--- config.mk ---
export PLATFORM = sky130hd
export DESIGN_NAME = regr_point_feeder
export DESIGN_NICKNAME = d
export VERILOG_FILES = /design/src/rtl/regr_pkg.sv /design/src/rtl/roi_gate.sv /design/src/rtl/regr_point_feeder.sv
export SDC_FILE = /design/constraint.sdc
export NUM_CORES = 1
export LEC_CHECK = 0
export BUFFER_PORTS_ARGS = -buffer_cell sky130_fd_sc_hd__buf_2
export CAP_MARGIN = 20
export CORE_MARGIN = 4
export CORE_UTILIZATION = 35
export CTS_CLUSTER_DIAMETER = 200
export CTS_CLUSTER_SIZE = 12
export DETAILED_ROUTE_END_ITERATION = 12
export GPL_ROUTABILITY_DRIVEN = 1
export PLACE_DENSITY_LB_ADDON = 0.2
export SETUP_SLACK_MARGIN = 0.4
export SYNTH_ARGS = -nofsm -noshare
export SYNTH_HDL_FRONTEND = slang
export SYNTH_SLANG_ARGS = --single-unit
--- constraint.sdc ---
create_clock -name clk_in -period 4.24 [get_ports clk_in]
set_clock_uncertainty 0.1 [all_clocks]
set_input_delay 0.848 -clock clk_in [delete_from_list [all_inputs] [get_ports clk_in]]
set_output_delay 0.848 -clock clk_in [all_outputs]
set_load 0.01 [all_outputs]
--- src/rtl/regr_pkg.sv ---
// Shared types and widths for the regression point feeder.
// Included by the ROI gate and the feeder top.
package regr_pkg;

    localparam int X_W     = 11;
    localparam int Y_W     = 10;
    localparam int COUNT_W = 13;
    localparam int DROP_W  = 16;

    typedef enum logic [1:0] {
        ST_COLLECT = 2'd0,
        ST_TAB     = 2'd1,
        ST_WAIT    = 2'd2,
        ST_DONE    = 2'd3
    } state_e;

endpackage

--- src/rtl/roi_gate.sv ---
// ROI qualification of mask hits plus the per-row stride decimator.
// hit_out is any in-ROI mask hit; emit_out marks the hits kept by the stride.
module roi_gate
    import regr_pkg::*;
#(
    parameter int STRIDE = 4
) (
    input  logic           clk_in,
    input  logic           rst_n_in,
    input  logic           enable_in,
    input  logic           clear_in,
    input  logic           pixel_valid_in,
    input  logic           mask_in,
    input  logic [X_W-1:0] hcount_in,
    input  logic [Y_W-1:0] vcount_in,
    input  logic [X_W-1:0] roi_x0_in,
    input  logic [X_W-1:0] roi_x1_in,
    input  logic [Y_W-1:0] roi_y0_in,
    input  logic [Y_W-1:0] roi_y1_in,
    output logic           hit_out,
    output logic           emit_out
);

    localparam logic [15:0] LAST = 16'(STRIDE - 1);

    logic [15:0]    stride_cnt;
    logic [15:0]    eff_cnt;
    logic [Y_W-1:0] last_row;
    logic           in_x;
    logic           in_y;

    // An inverted ROI fails one of the two compares, so it accepts nothing
    assign in_x = (hcount_in >= roi_x0_in) && (hcount_in <= roi_x1_in);
    assign in_y = (vcount_in >= roi_y0_in) && (vcount_in <= roi_y1_in);

    assign hit_out  = pixel_valid_in && mask_in && in_x && in_y;
    assign eff_cnt  = (vcount_in != last_row) ? '0 : stride_cnt;
    assign emit_out = hit_out && (eff_cnt == '0);

    always_ff @(posedge clk_in or negedge rst_n_in) begin
        if (!rst_n_in) begin
            stride_cnt <= '0;
            last_row   <= '0;
        end else if (clear_in) begin
            stride_cnt <= '0;
        end else if (enable_in && pixel_valid_in) begin
            last_row <= vcount_in;
            if (hit_out) begin
                stride_cnt <= (eff_cnt == LAST) ? '0 : eff_cnt + 16'd1;
            end else begin
                stride_cnt <= eff_cnt;
            end
        end
    end

endmodule

--- src/rtl/regr_point_feeder.sv ---
// Feeds decimated in-ROI mask hits to the regression stage and sequences
// tabulate / result-wait / frame-done with a per-frame point budget.
module regr_point_feeder
    import regr_pkg::*;
#(
    parameter int H_MAX      = 1023,
    parameter int V_MAX      = 767,
    parameter int STRIDE     = 4,
    parameter int MAX_POINTS = 4096,
    parameter int MIN_POINTS = 8,
    parameter int TIMEOUT    = 4096
) (
    input  logic               clk_in,
    input  logic               rst_n_in,
    input  logic [X_W-1:0]     hcount_in,
    input  logic [Y_W-1:0]     vcount_in,
    input  logic               mask_in,
    input  logic               pixel_valid_in,
    input  logic               frame_end_in,
    input  logic [X_W-1:0]     roi_x0_in,
    input  logic [X_W-1:0]     roi_x1_in,
    input  logic [Y_W-1:0]     roi_y0_in,
    input  logic [Y_W-1:0]     roi_y1_in,
    input  logic               regr_valid_in,
    output logic [X_W-1:0]     x_out,
    output logic [Y_W-1:0]     y_out,
    output logic               valid_out,
    output logic               tabulate_out,
    output logic               frame_done_out,
    output logic               low_conf_out,
    output logic               timeout_out,
    output logic [COUNT_W-1:0] point_count_out,
    output logic [DROP_W-1:0]  dropped_count_out
);

    localparam int TW = $clog2(TIMEOUT + 1);
    localparam logic [TW-1:0]      TO_V  = TW'(TIMEOUT);
    localparam logic [COUNT_W-1:0] MAXP  = COUNT_W'(MAX_POINTS);
    localparam logic [COUNT_W-1:0] MINP  = COUNT_W'(MIN_POINTS);
    localparam logic [X_W-1:0]     HMAXV = X_W'(H_MAX);
    localparam logic [Y_W-1:0]     VMAXV = Y_W'(V_MAX);

    state_e             state;
    logic [COUNT_W-1:0] count;
    logic [TW-1:0]      wait_cnt;
    logic               to_flag;
    logic               legal;
    logic               hit;
    logic               emit;
    logic               accept;
    logic               drop;

    assign legal = pixel_valid_in && (hcount_in <= HMAXV) && (vcount_in <= VMAXV);

    roi_gate #(
        .STRIDE(STRIDE)
    ) u_gate (
        .clk_in         (clk_in),
        .rst_n_in       (rst_n_in),
        .enable_in      (state == ST_COLLECT),
        .clear_in       (state == ST_DONE),
        .pixel_valid_in (legal),
        .mask_in        (mask_in),
        .hcount_in      (hcount_in),
        .vcount_in      (vcount_in),
        .roi_x0_in      (roi_x0_in),
        .roi_x1_in      (roi_x1_in),
        .roi_y0_in      (roi_y0_in),
        .roi_y1_in      (roi_y1_in),
        .hit_out        (hit),
        .emit_out       (emit)
    );

    assign accept = (state == ST_COLLECT) && emit && (count < MAXP);
    // Outside COLLECT every hit is lost; inside, only stride-kept hits over budget
    assign drop = (state == ST_COLLECT) ? (emit && !(count < MAXP)) : hit;

    always_ff @(posedge clk_in or negedge rst_n_in) begin
        if (!rst_n_in) begin
            state             <= ST_COLLECT;
            count             <= '0;
            wait_cnt          <= '0;
            to_flag           <= 1'b0;
            x_out             <= '0;
            y_out             <= '0;
            valid_out         <= 1'b0;
            tabulate_out      <= 1'b0;
            frame_done_out    <= 1'b0;
            low_conf_out      <= 1'b0;
            timeout_out       <= 1'b0;
            point_count_out   <= '0;
            dropped_count_out <= '0;
        end else begin
            valid_out      <= 1'b0;
            tabulate_out   <= 1'b0;
            frame_done_out <= 1'b0;
            if (drop && (dropped_count_out != '1)) begin
                dropped_count_out <= dropped_count_out + 16'd1;
            end
            unique case (state)
                ST_COLLECT: begin
                    if (accept) begin
                        valid_out <= 1'b1;
                        x_out     <= hcount_in;
                        y_out     <= vcount_in;
                    end
                    count <= count + COUNT_W'(accept);
                    // An empty frame skips tabulate: the regressor cannot clear on it
                    if (frame_end_in) begin
                        state <= (count != '0 || accept) ? ST_TAB : ST_DONE;
                    end
                end
                ST_TAB: begin
                    tabulate_out <= 1'b1;
                    wait_cnt     <= '0;
                    to_flag      <= 1'b0;
                    state        <= ST_WAIT;
                end
                ST_WAIT: begin
                    if (regr_valid_in) begin
                        state <= ST_DONE;
                    end else if (wait_cnt == TO_V) begin
                        to_flag <= 1'b1;
                        state   <= ST_DONE;
                    end else begin
                        wait_cnt <= wait_cnt + TW'(1);
                    end
                end
                ST_DONE: begin
                    frame_done_out  <= 1'b1;
                    point_count_out <= count;
                    low_conf_out    <= (count < MINP);
                    timeout_out     <= to_flag;
                    count           <= '0;
                    to_flag         <= 1'b0;
                    state           <= ST_COLLECT;
                end
            endcase
        end
    end

endmodule

Yosys cells after proc, flatten, opt, wreduce, memory -nomap -nowiden
Cells that the tools add are included.
{ "word_totals": {"register_bits": 110, "input_bits": 69, "out_inout_bits": 55, "wordCells": 90} }
{ "classes": {"n_addsub": 4, "n_lt_le_gt_ge": 8, "eq_ne": 12, "mux": 22, "n_bitwise": 1, "n_reduce_logical": 28} }
{ "ops": {"columns": ["cell", "n"], "rows": [
  ["$mux 16", 5],
  ["$pmux 13 s2", 2],
  ["$add 16x1->16 const B", 2],
  ["$mux 13", 2],
  ["$eq 16x2->1 const B", 1],
  ["$logic_not 16->1", 1],
  ["$ne 16x16->1 const B", 1],
  ["$add 13x1->13", 1],
  ["$add 13x1->13 const B", 1],
  ["$eq 13x13->1 const B", 1],
  ["$logic_and 1x1->1", 13],
  ["$lt 13x13->1 const B", 1],
  ["$lt 13x4->1 const B", 1],
  ["$reduce_bool 13->1", 1],
  ["$ge 11x11->1", 1],
  ["$le 11x10->1 const B", 1],
  ["$le 11x11->1", 1],
  ["$ge 10x10->1", 1],
  ["$le 10x10->1", 1],
  ["$le 10x10->1 const B", 1],
  ["$ne 10x10->1", 1],
  ["$mux 2", 4],
  ["$ne 2x2->1 const B", 4],
  ["$pmux 2 s4", 1],
  ["13 further kinds", 26]
]} }

Depth between registers and ports, before layout
Gate-level depths: netlist (run 1).
{ "depth": {"ltp_word": 13, "mapped_depth": 17, "mapped_depth_nobuf": 16} }

Cells and area by module
From an unflattened synthesis (run 1), not the netlist that was laid out.
{ "unflattened": {"hier_cells": 713, "hier_area_um2": 6697.7} }
{ "by_module_without_submodules": {"columns": ["module", "n_inst", "cells_each", "area_per_inst_um2", "seq_area_each_um2"], "rows": [
  ["regr_point_feeder", 1, 379, 3976.3, 2102.0],
  ["roi_gate", 1, 334, 2721.4, 650.6]
]} }

Least setup slack after synthesis (run 1)
No wires, ideal clock.
{ "synth_path": {"path_kind": "input port to flip-flop", "from": "in roi_x1_in[8]", "to": "reg count[12]", "setup_ps": 128, "arrival_ps": 3559, "required_ps": 4012, "setup_slack_ps": 453, "path_stages": 17, "n_path_buf": 1, "cell_sequence": "inv_1 ha_1 a21oi_1 o21ai_0 nor4_1 nor3_1 and4bb_2 nand4_2 clkbuf_1 inv_1 ha_1 ha_1 nand2_1 nor3_1 nand3_1 xor2_1 nor2_1"} }
{ "synth_between": {"elab_chain_len": 9} }
{ "synth_lines": {"columns": ["element", "line", "text"], "rows": [
  ["from (decl)", "regr_point_feeder.sv:21", "input logic [X_W-1:0] roi_x1_in,"],
  ["$le 11x11->1", "roi_gate.sv:33", "assign in_x = (hcount_in >= roi_x0_in) && (hcount_in <= roi_x1_in);"],
  ["$logic_and 1x1->1", "roi_gate.sv:33", null],
  ["$logic_and 1x1->1 (2 in series)", "roi_gate.sv:36", "assign hit_out = pixel_valid_in && mask_in && in_x && in_y;"],
  ["$logic_and 1x1->1", "roi_gate.sv:38", "assign emit_out = hit_out && (eff_cnt == '0);"],
  ["$logic_and 1x1->1 (2 in series)", "regr_point_feeder.sv:74", "assign accept = (state == ST_COLLECT) && emit && (count < MAXP);"],
  ["$add 13x1->13", "regr_point_feeder.sv:107", "count <= count + COUNT_W'(accept);"],
  ["$pmux 13 s2", "regr_point_feeder.sv:100", "unique case (state)"],
  ["to (signal assigned)", "regr_point_feeder.sv:107", null],
  ["to (decl)", "regr_point_feeder.sv:44", "logic [COUNT_W-1:0] count;"]
]} }
No other way between the ends.
A chain may end at the register's enable or synchronous reset.

Worst setup path after layout (run 1)
{ "layout_path": {"from": "in hcount_in[10]", "to": "reg count[5]"} }
{ "layout_between": {"elab_chain_len": 11, "elab_cells_between_ends": 14, "cone_classes": "add/sub (1); order compare (3); mux (1); reduce/logical (9)"} }
{ "layout_lines": {"columns": ["element", "line", "text"], "rows": [
  ["from (decl)", "regr_point_feeder.sv:15", "input logic [X_W-1:0] hcount_in,"],
  ["$le 11x10->1", "regr_point_feeder.sv:53", "assign legal = pixel_valid_in && (hcount_in <= HMAXV) && (vcount_in <= VMAXV);"],
  ["$logic_and 1x1->1 (2 in series)", "regr_point_feeder.sv:53", null],
  ["$logic_and 1x1->1", "roi_gate.sv:36", null],
  ["$logic_and 1x1->1 (*) (2 in series)", "roi_gate.sv:36", null],
  ["$logic_and 1x1->1 (*)", "roi_gate.sv:38", null],
  ["$logic_and 1x1->1 (*) (2 in series)", "regr_point_feeder.sv:74", null],
  ["$add 13x1->13 (*)", "regr_point_feeder.sv:107", null],
  ["$pmux 13 s2 (*)", "regr_point_feeder.sv:100", null]
]} }
Every way passes the cells marked *; elsewhere a longest branch is shown, timed or not.

==> results of run 1 <==
## placed cells by master, fill, tap and decap left out, types with 5 or more instances in the layout
master     instances
nor4_1            11
nand4_1           15
nor3_1            11
clkbuf_16          9
xor2_1            12
nand2b_1           6
dfrtp_1          110
and2_1             9
buf_2            122
or3_1              5
xnor2_1           28
mux2_2            32
a21o_1             6
nor2b_1            8
buf_4             10
or4_1              6
ha_1              55
o211ai_1           8
nor2_1            36
a21oi_1           30
nand2_1           79
nand3_1           31
inv_1             56
o21ai_0           23
and3_1            15
## sequential cells by signal (all words and copies together), names as in the netlist, 10 cells and up
register / flops
u_gate.stride_cnt: 16
point_count_out: 13
count: 13
x_out: 11
u_gate.last_row: 10
wait_cnt: 13
dropped_count_out: 16
y_out: 10
## per-layer routing
layer / up-vias / global-route usage, % / routed length (µm)
met5: - / 0 / 0
met4: 0 / 5.50 / 257
met3: 20 / 3.42 / 648
met2: 101 / 25.4 / 7380
met1: 2527 / 20.7 / 7110
li1: 2557 / - / -
## cell families after synthesis
logic type / share of synthesized area (%)
multiplexers: 6.36
AND/OR/NAND/NOR: 20.4
flip-flops: 43.3
AO/OA/AOI/OAI: 9.26
adder cells (fa/ha/maj): 10.8
XOR/XNOR: 5.52
buffers and inverters: 4.24
## cell type report
class | instances | area share [%]
timing repair buffer | 133 | 9.31
clock inverter | 4 | 0.727
multi-input combinational | 476 | 44.0
clock buffer | 11 | 3.07
sequential | 110 | 36.3
tap | 225 | 3.72
inverter | 57 | 2.82
## power by group
group          leakage [nW]  total [mW]  switching [mW]  internal [mW]
sequential             1.49        1.32           0.116           1.20
combinational          2.29       0.836           0.486          0.351
clock                 0.137       0.852           0.392          0.460
total                  3.91        3.01           0.994           2.01
## through the flow
step / instances / power [mW] / cell area [µm²]
after floorplan: 657 / 1.87 / 6350
after global placement: 1001 / 2.15 / 7280
after detailed placement: 1001 / 2.18 / 7280
after CTS: 1016 / 3.05 / 7570
after global routing: 1016 / 3.22 / 7580
final: 1016 / 3.01 / 7580
## what timing repair did
item	4_1_cts	5_1_grt
setup buffers	0	0
resized for setup	0	1
setup endpoints to repair	0	1
## how the worst max path moves through the flow
stage	start	slack, ns	cells after the start	end
2_1_floorplan	roi_x1_in[8]	0.45	17	count[12]$_DFFE_PN0P_
3_3_place_gp	hcount_in[4]	0.39	16	count[12]$_DFFE_PN0P_
3_5_place_dp	hcount_in[8]	0.28	16	count[12]$_DFFE_PN0P_
4_1_cts	hcount_in[8]	0.67	16	count[12]$_DFFE_PN0P_
5_1_grt	hcount_in[4]	0.45	15	count[9]$_DFFE_PN0P_
6_report	hcount_in[10]	0.76	13	count[5]$_DFFE_PN0P_
==> impl_metrics.py, run 1 <==
metrics = {
    "drt": {
        "drtAntennaViolNets": 0,
        "routed_wirelength_um": 15400,
        "wire_per_inst_um": 15.2,
        "drtIter0Drc": 272,
        "routed_via_density": 5.12,
        "firstDrtPassIters": 4,
        "drc": 0,
        "num_vias": 5205,
    },
    "clocking": {
        "cts_root_buf": "clkbuf_16",
        "cts_buffer_depth": 2,
        "cts.sinks": 110,
        "clk_pin_slew_worst_paths_ns": 0.07,
        "postCtsHoldBufs": 0,
        "tritoncts": "built",
        "htree_levels": 3,
        "insertion_delay_ns": 0.36,
        "cts-buffers-inserted": 9,
    },
    "final_layout": {
        "multi_input_area_mm2": 0.00333,
        "final_net_count": 911,
        "postLayoutCoreUtil_pct": 43.2,
        "area_delta_synth_final_pct": 19.3,
        "antenna_cells": 0,
        "drive_gt1_share_pct": 23.8,
        "n_fill_cell": 1743,
        "regArea_mm2": 0.00275,
    },
    "critical_path": {
        "reg2reg_slack_ns": 1.27,
        "rr_endpoint": "u_gate.stride_cnt[12]$_DFFE_PN0P_",
        "worst-path-buf-inv": 2,
        "cp_slowest_cell": "or3_1",
        "cp.arrival_ns": 3.67,
        "crit_chain": "buf_2, ha_1, a21oi_1, o21ai_0, nor4_1, nor3_1, and4bb_2, nand4_2, inv_1, ha_1, nand4b_1, or3_1, a21oi_1",
        "required_ns": 4.42,
        "r2r-start": "u_gate.last_row[3]$_DFFE_PN0P_",
        "crit_family": "simple AND/OR/NAND/NOR gates",
        "critPathCaptureType": "flip-flop",
        "reg2regPathDepth": 10,
        "cp_max_fo": 6,
        "worst-setup-path-type": "in2reg",
        "critical_path.max_stage_delay_ns": 0.42,
        "worst_setup_path_start_kind": "input port",
    },
    "yosys": {
        "synth_top_area_share_pct": 43.3,
        "syn-num-nets": 781,
        "yosys.area.top_type": "dfrtp_1",
        "synth-edff-count": 0,
        "ys_async_sr_fraction_pct": 100,
        "yosysSeqAreaShare_pct": 43.3,
        "yosys_warnings": 0,
        "synth_ff_type": "dfrtp_1",
        "yosys-top-cells-count": "dfrtp_1, nand2_1, inv_1",
        "yosys_register_bits": 110,
        "syn_area_mm2": 0.00635,
        "synth.most_common_cell": "dfrtp_1",
        "syn-instance-count": 657,
        "syn_area_per_cell_um2": 9.67,
        "ys_types": 56,
        "synth_area_leaders": "dfrtp_1, ha_1, mux2_2, nand2_1, xnor2_1",
    },
    "global_routing": {
        "grt_pass1_vias": 5389,
        "grt_remaining_overflow": 0,
        "grt_pass1_wl_um": 26100,
        "track_usage_pct": 15.6,
        "grt_max_degree": 59,
        "antenna_found_initial": 0,
    },
    "placement": {
        "post-place-ws_ns": 0.283,
        "place_congestion": 0.864,
        "portBuffers": 123,
        "dp_hpwl_um": 11800,
    },
    "floorplan": {
        "row_count": 48,
        "die_h_um": 143,
        "die_w_um": 143,
        "io_pins": 124,
        "coreArea_mm2": 0.0175,
        "die_area_mm2": 0.0204,
        "start_util_pct": 36.2,
    },
    "pwr": {
        "vdd_drop_max_uv": 200,
        "power_density_mw_per_mm2": 397,
        "p_leak_nw": 3.91,
    },
    "timing": {
        "worst_slack_ns": 0.757,
        "max_freq_ghz": 0.287,
        "setup_viol": 0,
        "slew_headroom_pct": 44.6,
        "finalCritPeriodShare_pct": 82.1,
        "drv_slew": 0,
        "period_minus_slack_ns": 3.48,
        "hold_ws_ns": 0.396,
        "worstMarginPinSlew_ns": 0.831,
        "rsz0062_at_grt": "no",
        "setup_tns_ns": 0,
        "hold_viol": 0,
    },
    "run": {
        "maxCapViolCount": 0,
    },
    "hold_path": {
        "whs_endpoint": "dropped_count_out[5]$_DFFE_PN0P_",
        "holdPathStages": 1,
        "min_path_type": "reg2reg",
        "min_from": "dropped_count_out[5]$_DFFE_PN0P_",
    },
    "status": {
        "status": "finished, final reports clean",
    },
}
No activity file was read; power rests on OpenSTA's default activity.
==> inputs of run 2 (changes only) <==
clock period = 3.15 ns   (was 4.24 ns; I/O delays follow)
==> run 2 against run 1 <==
Sequential power rose by 37%. Clock-buffer cell count fell by 2. Largest power group unchanged. First-iteration DRC count fell by 34%. Combinational power rose by 58%. Total power rose by 42%. Die area did not move. Flip-flop and latch count did not move. Critical path depth did not move. Largest cell class unchanged. Register-to-register slack got worse by 0.93 ns. Routed wire length rose by 14%.
==> impl_metrics.py, run 2 (synthesis gave the netlist of run 1 again) <==
metrics = {
    "status": {
        "status": "finished, final reports clean",
    },
    "drt": {
        "drtIter0Drc": 180,
        "routed_via_density": 5.17,
        "drtAntennaViolNets": 0,
        "drc": 0,
        "num_vias": 5587,
        "wire_per_inst_um": 16.3,
        "routed_wirelength_um": 17600,
        "firstDrtPassIters": 4,
    },
    "final_layout": {
        "reg_top3": "dropped_count_out x16, u_gate.stride_cnt x16",
        "final_net_count": 975,
        "final_common_cell": "buf_2",
        "layout_common_cells": "buf_2, dfrtp_1, nand2_1",
        "multi_input_area_mm2": 0.00392,
        "regArea_mm2": 0.00275,
        "n_fill_cell": 1612,
        "antenna_cells": 0,
        "drive_gt1_share_pct": 40.0,
        "area_delta_synth_final_pct": 39.2,
    },
    "floorplan": {
        "die_area_mm2": 0.0204,
        "row_count": 48,
        "die_w_um": 143,
        "coreArea_mm2": 0.0175,
        "start_util_pct": 36.2,
        "die_h_um": 143,
        "io_pins": 124,
    },
    "pwr": {
        "p_leak_nw": 4.40,
        "switching_share_pct": 34.9,
        "power_density_mw_per_mm2": 482,
        "intPower_mw": 2.77,
        "p_total_mw": 4.26,
        "vdd_drop_max_uv": 316,
        "pwr-share-clk_pct": 26.6,
        "p_seq_share_pct": 42.5,
        "switching_power_mw": 1.49,
        "comb_power_share_pct": 30.9,
    },
    "clocking": {
        "cts_root_buf": "clkbuf_16",
        "htree_levels": 3,
        "cts_buffer_depth": 2,
        "cts-buffers-inserted": 9,
        "clk_pin_slew_worst_paths_ns": 0.08,
        "tritoncts": "built",
        "cts.sinks": 110,
        "insertion_delay_ns": 0.36,
    },
    "global_routing": {
        "grt_max_degree": 48,
        "grt_pass1_wl_um": 27700,
        "grt_pass1_vias": 5731,
        "antenna_found_initial": 0,
        "grt_remaining_overflow": 0,
        "track_usage_pct": 16.8,
    },
    "timing": {
        "drv_slew": 0,
        "max_freq_ghz": 0.339,
        "slew_headroom_pct": 39.0,
        "hold_viol": 0,
        "period_minus_slack_ns": 2.95,
        "finalCritPeriodShare_pct": 93.5,
        "rsz0062_at_grt": "yes",
        "setup_viol": 0,
        "worstMarginPinSlew_ns": 0.915,
        "hold_ws_ns": 0.183,
    },
    "run": {
        "maxCapViolCount": 0,
    },
    "critical_path": {
        "cp.arrival_ns": 3.13,
        "crit_family": "simple AND/OR/NAND/NOR gates",
        "required_ns": 3.33,
        "worst-path-buf-inv": 2,
        "cp_slowest_cell": "or3_1",
        "critPathCaptureType": "flip-flop",
        "worst-setup-path-type": "in2reg",
        "cp_common_cell": "ha_4",
        "cp_max_fo": 4,
        "critical_path.max_stage_delay_ns": 0.38,
        "crit_chain": "buf_2, ha_4, a21oi_4, o21ai_2, nor4_2, nor3_2, and4bb_2, nand4_4, inv_4, ha_4, nand4b_1, or3_1, a21oi_1",
        "worst_setup_path_start_kind": "input port",
    },
    "placement": {
        "place_congestion": 0.867,
        "dp_hpwl_um": 12900,
        "portBuffers": 123,
    },
    "hold_path": {
        "min_path_type": "in2async",
    },
}
==> run 2: changes by cell type in the layout (fill, tap and decap cells not counted), sizes merged <==
cell | before | now
buf | 133 | 195
bufinv | 1 | 0
clkinv | 1 | 5
==> run 2: layer usage <==
metal / track usage, % / part of all wire, % / routed length, µm / vias up
met2: 28.4 / 49 / 8640 / 135
met4: 5.65 / 2.1 / 377 / 0
met3: 3.28 / 4.3 / 751 / 26
met5: 0 / 0 / 0 / -
li1: - / - / - / 2694
met1: 21.7 / 44 / 7830 / 2732
==> run 2: power groups by stage <==
stage | registers (mW) | logic, mW | clock network, mW
finish | 1.81 | 1.32 | 1.14
floorplan | 1.82 | 0.751 | 0
detailed placement | 1.82 | 1.25 | 0
global route | 1.84 | 1.48 | 1.23
global placement | 1.80 | 1.22 | 0
CTS | 1.81 | 1.30 | 1.17
==> run 2: worst register-to-register path: cells and delay by family (launching register included) <==
family,cells,cell delay [ns]
AO/OA/AOI/OAI,1,0.09
adder cells (fa/ha/maj),1,0.13
AND/OR/NAND/NOR,6,1.71
buffers and inverters,1,0.10
XOR/XNOR,1,0.18
flip-flops,1,0.43
==> run 2: worst paths after layout <==
kind / end / startpoint / slack [ns] / depth (start not counted)
min reg2reg: x_out[10]$_DFFE_PN0P_ / x_out[10]$_DFFE_PN0P_ / 0.38 / 1
min in group clk_in: x_out[10]$_DFFE_PN0P_ / x_out[10]$_DFFE_PN0P_ / 0.38 / 1
max reg2reg: u_gate.stride_cnt[12]$_DFFE_PN0P_ / u_gate.last_row[1]$_DFFE_PN0P_ / 0.34 / 10
max: count[7]$_DFFE_PN0P_ / hcount_in[10] / 0.20 / 13
min: y_out[3]$_DFFE_PN0P_ / rst_n_in / 0.18 / 1
max in group asynchronous: wait_cnt[2]$_DFFE_PN0P_ / rst_n_in / 2.02 / 2
==> run 2: what timing repair did <==
action,4_1_cts,5_1_grt
pin swaps,24,31
endpoints found under the hold margin,0,0
hold buffers,0,0
buffers inserted,7,10
gates cloned,0,3
resized for setup,45,61
endpoints found under the setup margin,36,60
==> run 2: cell type report <==
| class | count | share of cell area (%) |
|---|---|---|
| clock buffer | 9 | 2.55 |
| clock inverter | 7 | 0.793 |
| inverter | 57 | 2.62 |
| multi-input combinational | 476 | 44.3 |
| sequential | 110 | 31.1 |
| tap | 225 | 3.18 |
| timing repair buffer | 197 | 15.4 |
==> run 2: stage by stage <==
stage / setup TNS, ns / cell area, µm² / utilization, % / setup slack (ns) / instances
floorplan: -0.0323 / 6630 / - / -0.0323 / 657
global placement: -1.28 / 7890 / 45.0 / -0.152 / 1045
detailed placement: -2.08 / 7890 / 45.0 / -0.225 / 1045
CTS: 0 / 8430 / 48.1 / 0.235 / 1068
global route: 0 / 8840 / 50.4 / 0.0424 / 1081
finish: 0 / 8840 / 50.4 / 0.204 / 1081
==> inputs of run 3 (changes only) <==
clock period = 2.7 ns   (was 3.15 ns; I/O delays follow)
==> run 3 against run 2 <==
The run now ends with setup timing left. Clock power up 23%. Largest cell class unchanged. Register-to-register slack lost 0.34 ns. Via count increased by 0.95%.
==> impl_metrics.py, run 3 (synthesis gave the netlist of run 1 again) <==
metrics = {
    "status": {
        "status": "finished, violations left",
        "failed_checks": "setup timing",
    },
    "timing": {
        "setup_viol": 19,
        "max_freq_ghz": 0.349,
        "finalCritPeriodShare_pct": 106,
        "worstMarginPinSlew_ns": 0.960,
        "drv_slew": 0,
        "period_minus_slack_ns": 2.86,
        "worst_slack_ns": -0.163,
        "rsz0062_at_grt": "yes",
        "hold_viol": 0,
        "slew_headroom_pct": 36.0,
    },
    "drt": {
        "drtAntennaViolNets": 0,
        "routed_via_density": 5.10,
        "wire_per_inst_um": 16.1,
        "firstDrtPassIters": 4,
        "routed_wirelength_um": 17800,
        "drc": 0,
        "drtIter0Drc": 264,
        "num_vias": 5640,
    },
    "floorplan": {
        "die_h_um": 143,
        "coreArea_mm2": 0.0175,
        "die_w_um": 143,
        "start_util_pct": 36.2,
        "io_pins": 124,
        "row_count": 48,
        "die_area_mm2": 0.0204,
    },
    "pwr": {
        "pwr-share-clk_pct": 26.9,
        "p_leak_nw": 4.60,
        "switching_power_mw": 1.78,
        "switching_share_pct": 34.2,
        "power_density_mw_per_mm2": 554,
        "intPower_mw": 3.42,
        "p_total_mw": 5.19,
        "vdd_drop_max_uv": 332,
        "comb_power_share_pct": 32.3,
        "p_seq_share_pct": 40.8,
    },
    "global_routing": {
        "grt_max_degree": 73,
        "grt_pass1_vias": 5903,
        "track_usage_pct": 17.1,
        "grt_pass1_wl_um": 28400,
        "grt_remaining_overflow": 0,
        "antenna_found_initial": 0,
    },
    "final_layout": {
        "layout.cells.non_filler": 1105,
        "final_net_count": 999,
        "drive_gt1_share_pct": 46.4,
        "postLayoutCoreUtil_pct": 53.4,
        "reg_top3": "dropped_count_out x16, u_gate.stride_cnt x16",
        "layout_common_cells": "dfrtp_1, buf_2, buf_4",
        "area_delta_synth_final_pct": 47.6,
        "antenna_cells": 0,
    },
    "placement": {
        "dp_hpwl_um": 12700,
        "placed_cells": 1057,
        "portBuffers": 123,
        "place_congestion": 0.808,
    },
    "hold_path": {
        "min_from": "vcount_in[6]",
        "min_path_type": "in2reg",
    },
    "clocking": {
        "htree_levels": 3,
        "cts-buffers-inserted": 9,
        "cts.sinks": 110,
        "cts_root_buf": "clkbuf_16",
        "clk_pin_slew_worst_paths_ns": 0.08,
        "tritoncts": "built",
        "cts_buffer_depth": 2,
        "insertion_delay_ns": 0.36,
    },
    "critical_path": {
        "startpoint": "hcount_in[4]",
        "critPathCaptureType": "flip-flop",
        "worst_setup_path_start_kind": "input port",
        "worst-setup-path-type": "in2reg",
        "cp_max_fo": 5,
        "cp.arrival_ns": 2.99,
        "r2r-start": "u_gate.last_row[4]$_DFFE_PN0P_",
        "required_ns": 2.82,
    },
    "run": {
        "maxCapViolCount": 0,
    },
}
## run 3: cell types whose count changed in the layout (fill, tap and decap cells not counted), moves of 5 or more
cell,previous run,this run
buf_2,115,109
buf_4,59,74
buf_6,14,31
ha_1,34,24
ha_4,21,30
inv_1,38,33
mux2_2,24,31
mux2_4,8,1
nand2_1,75,70
nand3_1,28,19
nand3_2,1,10
xnor2_1,22,15
xnor2_2,6,11
## run 3: power groups by stage
stage | logic (mW) | registers (mW) | clock network (mW)
floorplan | 0.907 | 2.13 | 0
global route | 1.87 | 2.15 | 1.51
detailed placement | 1.53 | 2.13 | 0
global placement | 1.49 | 2.11 | 0
finish | 1.68 | 2.12 | 1.40
CTS | 1.62 | 2.11 | 1.44
## run 3: repair_timing
action / 4_1_cts / 5_1_grt
setup buffers: 16 / 12
setup endpoints to repair: 68 / 69
cloned: 2 / 1
hold endpoints to repair: 10 / 0
gates resized for setup: 85 / 62
pin swaps: 49 / 30
hold buffers: 1 / 0
## run 3: layout make-up
type | instances | area (µm²)
Clock inverter | 6 | 77.6
Timing Repair Buffer | 221 | 1600
Fill cell | 1588 | 8160
Inverter | 57 | 241
Multi-Input combinational cell | 476 | 4190
Tap cell | 225 | 282
Sequential cell | 110 | 2750
Clock buffer | 10 | 229
## run 3: worst paths after layout
check | endpoint | slack (ns) | depth (start not counted)
worst min register to register | x_out[0]$_DFFE_PN0P_ | 0.39 | 2
max in group asynchronous | y_out[9]$_DFFE_PN0P_ | 1.38 | 3
min in group asynchronous | count[10]$_DFFE_PN0P_ | 0.46 | 2
worst max-delay path | count[9]$_DFFE_PN0P_ | -0.16 | 15
worst min-delay path | y_out[6]$_DFFE_PN0P_ | 0.36 | 2
worst max register to register | u_gate.stride_cnt[12]$_DFFE_PN0P_ | 0 | 10
## run 3: critical path, stage by stage
cell and delay, ns:
buf_4 0.14, ha_4 0.24, a211oi_2 0.17, nor2_1 0.08
nor4_2 0.31, nor3_2 0.09, and4bb_2 0.35, nand4_4 0.10
inv_4 0.07, ha_4 0.15, nand4b_1 0.21, nor2_1 0.20
nand2_1 0.10, xor2_1 0.18, nor2_1 0.06
## run 3: per-stage QoR
stage          area, µm²  TNS [ns]  setup WS [ns]  hold WS (ns)
2_1_floorplan       6750     -2.72         -0.392         0.144
3_3_place_gp        8100    -22.60         -0.551         0.298
3_5_place_dp        8100    -24.44         -0.584         0.299
4_1_cts             8960    -0.628        -0.0688         0.338
5_1_grt             9370     -4.12         -0.344         0.365
6_report            9370     -1.11         -0.163         0.364
## run 3: routing by layer
| layer | wire (µm) | vias up | track usage, % | part of all wire, % |
|---|---|---|---|---|
| met2 | 9120 | 112 | 29.5 | 51 |
| met1 | 7670 | 2760 | 21.8 | 43 |
| li1 | - | 2742 | - | - |
| met5 | 0 | - | 0 | 0 |
| met3 | 668 | 26 | 2.71 | 3.7 |
| met4 | 378 | 0 | 5.65 | 2.1 |
